**src/rtl/request_encoder_pkg.sv**
```systemverilog
// Shared widths, code type and one-hot helper for the 8-line request encoder.
// Round-robin priority is selected by defining REQUEST_ENCODER_RR_EN.
package request_encoder_pkg;

  localparam int unsigned REQ_W  = 8;
  localparam int unsigned CODE_W = 3;

  typedef logic [CODE_W-1:0] code_t;

  function automatic logic [REQ_W-1:0] onehot(input code_t c);
    logic [REQ_W-1:0] one;
    one = REQ_W'(1);
    return one << c;
  endfunction

endpackage

```
**src/rtl/prio_pick8.sv**
```systemverilog
// Combinational priority picker: lowest set bit at or after start_i, wrapping 7 -> 0.
// Reports index 0 with found_o low when the vector is empty.
module prio_pick8
  import request_encoder_pkg::*;
(
  input  logic [REQ_W-1:0] vec_i,
  input  code_t            start_i,
  output logic             found_o,
  output code_t            idx_o
);

  always_comb begin
    found_o = 1'b0;
    idx_o   = '0;
    for (int i = 0; i < int'(REQ_W); i++) begin
      code_t j;
      j = code_t'(start_i + code_t'(i));
      if (!found_o && vec_i[j]) begin
        found_o = 1'b1;
        idx_o   = j;
      end
    end
  end

endmodule

```
**src/rtl/request_encoder8to3.sv**
```systemverilog
// Collects multi-hot requests into a pending set and presents them one code at a time
// with valid/ready handshake. Define REQUEST_ENCODER_RR_EN for round-robin priority.
module request_encoder8to3
  import request_encoder_pkg::*;
(
  input  logic             clk,
  input  logic             rst_n,
  input  logic [REQ_W-1:0] req,
  output code_t            code,
  output logic             valid,
  input  logic             ready,
  output logic [REQ_W-1:0] pending
);

  logic [REQ_W-1:0] pending_q, pending_d;
  code_t            code_q, code_d;
  logic             valid_q, valid_d;

  logic             fire;
  logic             load;
  logic [REQ_W-1:0] clr;
  logic [REQ_W-1:0] source;
  logic             pick_found;
  code_t            pick_idx;
  code_t            start;

`ifdef REQUEST_ENCODER_RR_EN
  code_t ptr_q, ptr_d;

  // Search begins just after the line granted this cycle.
  always_comb begin
    ptr_d = ptr_q;
    if (fire) begin
      ptr_d = code_t'(code_q + code_t'(1));
    end
  end

  assign start = ptr_d;

  always_ff @(posedge clk) begin
    if (!rst_n) begin
      ptr_q <= '0;
    end else begin
      ptr_q <= ptr_d;
    end
  end
`else
  assign start = '0;
`endif

  always_comb begin
    fire      = valid_q & ready;
    clr       = fire ? onehot(code_q) : '0;
    // A request arriving on the line being cleared re-arms it.
    pending_d = (pending_q & ~clr) | req;
    source    = pending_q & ~clr;
    load      = !valid_q || fire;
  end

  prio_pick8 u_pick (
    .vec_i   (source),
    .start_i (start),
    .found_o (pick_found),
    .idx_o   (pick_idx)
  );

  always_comb begin
    valid_d = valid_q;
    code_d  = code_q;
    if (load) begin
      valid_d = pick_found;
      code_d  = pick_idx;
    end
  end

  always_ff @(posedge clk) begin
    if (!rst_n) begin
      pending_q <= '0;
      code_q    <= '0;
      valid_q   <= 1'b0;
    end else begin
      pending_q <= pending_d;
      code_q    <= code_d;
      valid_q   <= valid_d;
    end
  end

  assign code    = code_q;
  assign valid   = valid_q;
  assign pending = pending_q;

endmodule

```
**config.mk**
```make
export PLATFORM = sky130hd
export DESIGN_NAME = request_encoder8to3
export DESIGN_NICKNAME = d
export VERILOG_FILES = /design/src/rtl/request_encoder_pkg.sv /design/src/rtl/prio_pick8.sv /design/src/rtl/request_encoder8to3.sv
export SDC_FILE = /design/constraint.sdc
export NUM_CORES = 1
export LEC_CHECK = 0
export ABC_CLOCK_PERIOD_IN_PS = 1360
export CAP_MARGIN = 20
export CORE_UTILIZATION = 36
export CTS_CLUSTER_SIZE = 16
export DETAILED_ROUTE_END_ITERATION = 10
export PLACE_DENSITY = 0.7
export SYNTH_ARGS = -nofsm -noshare
export SYNTH_HDL_FRONTEND = slang
export SYNTH_SLANG_ARGS = --single-unit
```
**constraint.sdc**
```tcl
create_clock -name clk -period 1.36 [get_ports clk]
set_input_delay 0.272 -clock clk [delete_from_list [all_inputs] [get_ports clk]]
set_output_delay 0.272 -clock clk [all_outputs]
set_load 0.02 [all_outputs]
```
* Yosys cells after proc, flatten, opt, wreduce, memory -nomap -nowiden
Index checks and enable logic that the tools add are counted.
Widths: inputs -> output; s select.
** Cells by class
- Add/sub/neg operators :: 0
- Multipliers :: 0
- Divide/modulo/power cells :: 0
- $lt $le $gt $ge :: 0
- Eq/ne operators :: 0
- Shift operators :: 1
- Multiplexer cells :: 16
- Bitwise logic cells :: 4
- Reductions and logical operators :: 16
** Operators by type and width (number)
- $mux 3 :: 4
- $mux 1 :: 9
- $and 8x8->8 :: 1
- $logic_not 1->1 :: 8
- $mux 8 :: 1
- $not 8->8 :: 1
- $or 8x8->8 :: 1
- $shl 1x3->8 const A :: 1
- $logic_and 1x1->1 :: 7
- $mux 2 :: 2
- $and 1x1->1 :: 1
- $logic_or 1x1->1 :: 1
** Storage, ports and cells
- Register bits :: 12
- Bits in latches :: 0
- Memory bits (writable) :: 0
- Memory bits (read-only) :: 0
- Input bits :: 11
- Output and inout port bits :: 12
- Logic and storage cells :: 40
- Memories :: 0

* Logic depth before layout (Yosys ltp)
- Depth after elaboration :: 26
- Mapped depth :: 6
- Depth with buffers taken out :: 5

* Hierarchy
A second synthesis with hierarchy kept.
** Unflattened totals
- Cells, all modules :: 166
- Area, all modules :: 1557.7 um2
** Modules (own cells, without submodules)
- prio_pick8 :: times used 1, cells an instance 121, area an instance 1081.0 um2, sequential area each 0.0 um2
- request_encoder8to3 :: times used 1, cells an instance 45, area an instance 476.7 um2, sequential area each 240.2 um2

* Worst setup path before layout
No wires, ideal clock.
- Path type :: register -> register
- Start :: register code_q[0] (netlist: code[0])
- End :: register code_q[1] (netlist: code[1])
- Library setup time :: 114 ps
- Data arrival time :: 1493 ps
- Data required time :: 1246 ps
- Setup slack :: -247 ps
- Cell stages (with the launch flop) :: 7
- Buffers on the path :: 1
- Period minus slack after synthesis :: 1607 ps
- Cell sequence :: dfxtp_1 > buf_2 > mux2_1 > o22ai_1 > nand2b_4 > a21boi_2 > a21o_1
** Between the ends
- Word-level cells in the longest chain between the ends :: 26
- Elaborated cells between the ends (all ways) :: 31
- Those cells by class :: shift: 1; mux: 14; bitwise: 2; reduce/logical: 14
** Ends and longest elaborated chain
- from (decl) :: RTL line request_encoder8to3.sv:16 : code_t code_q, code_d;
- from (signal assigned) :: RTL line request_encoder8to3.sv:83 : code_q <= code_d;
- $shl 1x3->8 * :: RTL line request_encoder_pkg.sv:13 : return one << c;
- $mux 8 * :: RTL line request_encoder8to3.sv:53 : clr = fire ? onehot(code_q) : '0;
- $not 8->8 * :: RTL line request_encoder8to3.sv:56 : source = pending_q & ~clr;
- $and 8x8->8 * :: RTL line request_encoder8to3.sv:56
- $mux 1 :: RTL line prio_pick8.sv:18 : if (!found_o && vec_i[j]) begin
- $logic_not 1->1 :: RTL line prio_pick8.sv:18
- $logic_and 1x1->1 :: RTL line prio_pick8.sv:18
- $mux 1 :: RTL line prio_pick8.sv:18
- [... 10 more ...]
- $logic_and 1x1->1 :: RTL line prio_pick8.sv:18
- $mux 1 :: RTL line prio_pick8.sv:18
- $logic_not 1->1 :: RTL line prio_pick8.sv:18
- $logic_and 1x1->1 :: RTL line prio_pick8.sv:18
- $mux 1 :: RTL line prio_pick8.sv:18
- $logic_not 1->1 :: RTL line prio_pick8.sv:18
- $logic_and 1x1->1 :: RTL line prio_pick8.sv:18
- $mux 3 * :: RTL line prio_pick8.sv:18
Mark *: on every way between the ends. The rest lies on a longest branch, timed or not.
A chain may end at the register's enable or synchronous reset.

* Worst setup path in the final report
- Start :: register code_q[1] (netlist: code[1])
- End :: register code_q[0] (netlist: code[0])
The elaborated chain is that of the path after synthesis.

==> impl_metrics.py <==
metrics = {
    "synth": {
        "area_share_of_xor_xnor_cells_in_the_synthesized_design_pct": 0,
        "synth_top_family_by_area": "compound AO/OA/AOI/OAI gates",
        "synth_top_area_share_pct": 39.34,
        "synth_mux_area_share_pct": 3.689,
        "netlist_top_cells_area": "sky130_fd_sc_hd__dfxtp_1 39%, sky130_fd_sc_hd__nor2_1 6.8%, sky130_fd_sc_hd__o21a_1 4.9%",
        "synth.lib_cells_used.distinct": 30,
        "post_synth_edffs": 0,
        "synth-adder-area-share_pct": 0,
        "ys_seq_area_share_pct": 39.34,
        "postSynthRegisterBits": 12,
        "synth_nets": 83,
        "synth_compound_gate_area_share_pct": 28.07,
        "synth_ff_type": "sky130_fd_sc_hd__dfxtp_1",
        "post_synth_arst_share_pct": 0,
        "synth.cell_area_sq_um": 610.6,
        "yosys.area_share.simple_pct": 24.39,
        "netlist.top_cell.by_area": "sky130_fd_sc_hd__dfxtp_1",
        "post_synth_inst_count": 72,
        "synth-warning-count": 0,
        "avgSynthCellArea_sq_um": 8.480,
    },
    "route": {
        "routedWlPerCell_microns": 13.99,
        "firstDrtPassIters": 4,
        "detailroute.via_count": 711,
        "ant_nets": 0,
        "routed_wirelength_microns": 1861,
        "detail_route.iter0.violations": 15,
        "routed_via_count_divided_by_cell_count": 5.346,
        "drc_errors": 0,
    },
    "timing": {
        "final.min_clock_period_ns": 1.618,
        "rsz0062_at_grt": "yes",
        "timing.final.hold_violations": 0,
        "aggregate_negative_setup_slack_ns": -0.8504,
        "timing_max_transition_violations_final": 0,
        "finalClockSkew_ns": 0.001091,
        "maxSlewHeadroom_pct": 83.41,
        "clock.fmax_mhz": 618.2,
        "finalWorstSetupSlack_ns": -0.2576,
        "setup_violations": 5,
        "post-route-period-util_pct": 118.9,
        "final.hold.worst_slack_ns": 0.5280,
        "timing_worst_slew_pin_value_ns": 0.2488,
    },
    "critical_path": {
        "start_kind": "flop",
        "critical_path_peak_fanout": 4,
        "timing.critical_path.slowest_cell_delay_ns": 0.36,
        "crit_path_top_delay_cell": "sky130_fd_sc_hd__dfxtp_4",
        "worst_ep_required_time_ns": 1.52,
        "cp_capture_type": "flop",
        "crit_path_cell_trace": "buf_4 > nand4b_1 > or2_1 > a311oi_2 > a211o_1 > o211ai_1",
        "critPathKind": "reg2reg",
        "path_delay_family": "simple AND/OR/NAND/NOR gates",
        "worstPathBufferInverterCount": 1,
        "worst-endpoint-arrival_ns": 1.78,
    },
    "power": {
        "p_total_mw": 1.066,
        "leakagePower_nw": 0.5025,
        "vdd_drop_max_v": 0.0006600,
        "power-per-cell-area_nw_per_um2": 944.3,
    },
    "cells_and_area": {
        "n_antenna_cell": 0,
        "layout-drive-gt1-share_pct": 41.88,
        "final_nets": 129,
        "fillers": 124,
        "layout_area_overhead_pct": 84.84,
    },
    "cts": {
        "clk_pin_slew_worst_paths_ns": 0.08,
        "cts_sinks": 12,
        "clock_tree.buffer_depth": 2,
        "insertion_delay_ns": 0.27,
        "htreeDepth": 1,
        "cts_tree": "built",
        "clockRootBuffer": "sky130_fd_sc_hd__clkbuf_4",
        "tritoncts.num_buffers": 3,
    },
    "outcome": {
        "violations_in_the_final_reports": "setup timing",
        "run_status": "finished with violations",
    },
    "min_path": {
        "min_delay_path_class": "in2reg",
    },
    "job": {
        "cap_violations": 0,
    },
    "place": {
        "finalWeightedCongestion": 0.7856,
        "portBuffers": 22,
        "place.detailed.hpwl_microns": 1113,
    },
    "die": {
        "start_util_pct": 39.61,
        "die_area_sq_um": 1865,
        "num_rows": 14,
        "dieWidth_microns": 43.19,
        "die_height_microns": 43.19,
        "core_sq_um": 1541,
        "ioPinCount": 23,
    },
    "grt": {
        "initial_antenna_violation_count": 0,
        "via_count_of_the_first_global_routing_pass": 672,
        "grt_start_max_net_pins": 9,
        "gr-total-overflow": 0,
        "grt_pass1_wl_microns": 2980,
        "global_route.usage.total_pct": 21.46,
    },
}
## path summary, 6_finish.rpt
check | startpoint | endpoint | slack, ns | cells after the start
max | code[1] | code[0] | -0.26 | 6
min | req[4] | pending[4] | 0.53 | 3
max reg2reg | code[1] | code[0] | -0.26 | 6
min reg2reg | pending[6] | pending[6] | 0.54 | 2
## metrics by stage
stage               instance area [sq um]  std cells  util [%]  setup slack, ns
floorplan                           639.4         72         -         -0.08850
global placement                    973.4        123     63.15          -0.5185
detailed placement                  973.4        123     63.15          -0.5303
CTS                                  1076        130     69.81          -0.1632
global route                         1129        133     73.21          -0.3266
finish                               1129        133     73.21          -0.2576
## what timing repair did
action                     in CTS  in global routing
setup buffers                   3                  3
pin swaps                      12                  6
cloned                          0                  0
setup endpoints to repair      16                 11
hold buffers                    0                  0
resized for setup              27                 17
## per-layer routing
layer | share of wire, % | GRT usage [%] | vias to the layer above
met1 | 44 | 28.50 | 326
met4 | 1.0 | 9.091 | 0
met5 | 0 | 0 | -
met2 | 50 | 34.63 | 29
li1 | - | - | 352
met3 | 4.9 | 2.553 | 4
## cell families after synthesis
family | Yosys count
simple gates | 28
compound gates | 23
buf+inv | 7
flops | 12
mux | 2
## power by group
part	internal (mW)	switching (mW)	leakage [nW]
Sequential	0.381	0.0347	0.102
Clock	0.163	0.127	0.0210
Combinational	0.199	0.161	0.379
## state kept, by name (all words and copies together), names as in the netlist
signal,cells
code,3
valid,1
pending,8
## cells in the mapped netlist (2+ instances only)
cell type	number
sky130_fd_sc_hd__mux2_1	2
sky130_fd_sc_hd__nand2_1	6
sky130_fd_sc_hd__nor2_1	11
sky130_fd_sc_hd__inv_1	5
sky130_fd_sc_hd__o21a_1	4
sky130_fd_sc_hd__or2_1	2
sky130_fd_sc_hd__nand4b_1	2
sky130_fd_sc_hd__a21oi_1	4
sky130_fd_sc_hd__o211ai_1	2
sky130_fd_sc_hd__o21ai_0	3
sky130_fd_sc_hd__dfxtp_1	12
## tightest hold or removal path: cells and delay by family
family,cells,cell delay [ns]
compound gates,1,0.05
buf+inv,2,0.44
## cell type report
| class | instances | area [sq um] | share of cell area [%] |
|---|---|---|---|
| repair buffers | 42 | 365.4 | 32.37 |
| inverters | 6 | 22.52 | 1.996 |
| clock buffers | 4 | 36.28 | 3.215 |
| flip-flops and latches | 12 | 251.5 | 22.28 |
| well taps | 16 | 20.02 | 1.774 |
| multi-input cells | 53 | 432.9 | 38.36 |
## layout by cell type (no fill, tap or decap), types with 2 or more instances in the layout
master,netlist,final
sky130_fd_sc_hd__o21ai_0,3,2
sky130_fd_sc_hd__or2_1,2,2
sky130_fd_sc_hd__dfxtp_4,0,2
sky130_fd_sc_hd__nand2_1,6,6
sky130_fd_sc_hd__dfxtp_1,12,7
sky130_fd_sc_hd__o21a_1,4,3
sky130_fd_sc_hd__nor2_4,0,2
sky130_fd_sc_hd__buf_4,0,15
sky130_fd_sc_hd__dfxtp_2,0,3
sky130_fd_sc_hd__o211ai_1,2,2
sky130_fd_sc_hd__inv_1,5,5
sky130_fd_sc_hd__nand4b_1,2,2
sky130_fd_sc_hd__buf_6,0,5
sky130_fd_sc_hd__clkdlybuf4s50_1,0,9
sky130_fd_sc_hd__a21oi_1,4,3
sky130_fd_sc_hd__nor2_1,11,9
sky130_fd_sc_hd__clkbuf_4,0,3
sky130_fd_sc_hd__clkdlybuf4s15_1,0,3
sky130_fd_sc_hd__dlygate4sd2_1,0,7
sky130_fd_sc_hd__clkbuf_2,0,3
Power figures use the tool's default switching activity.
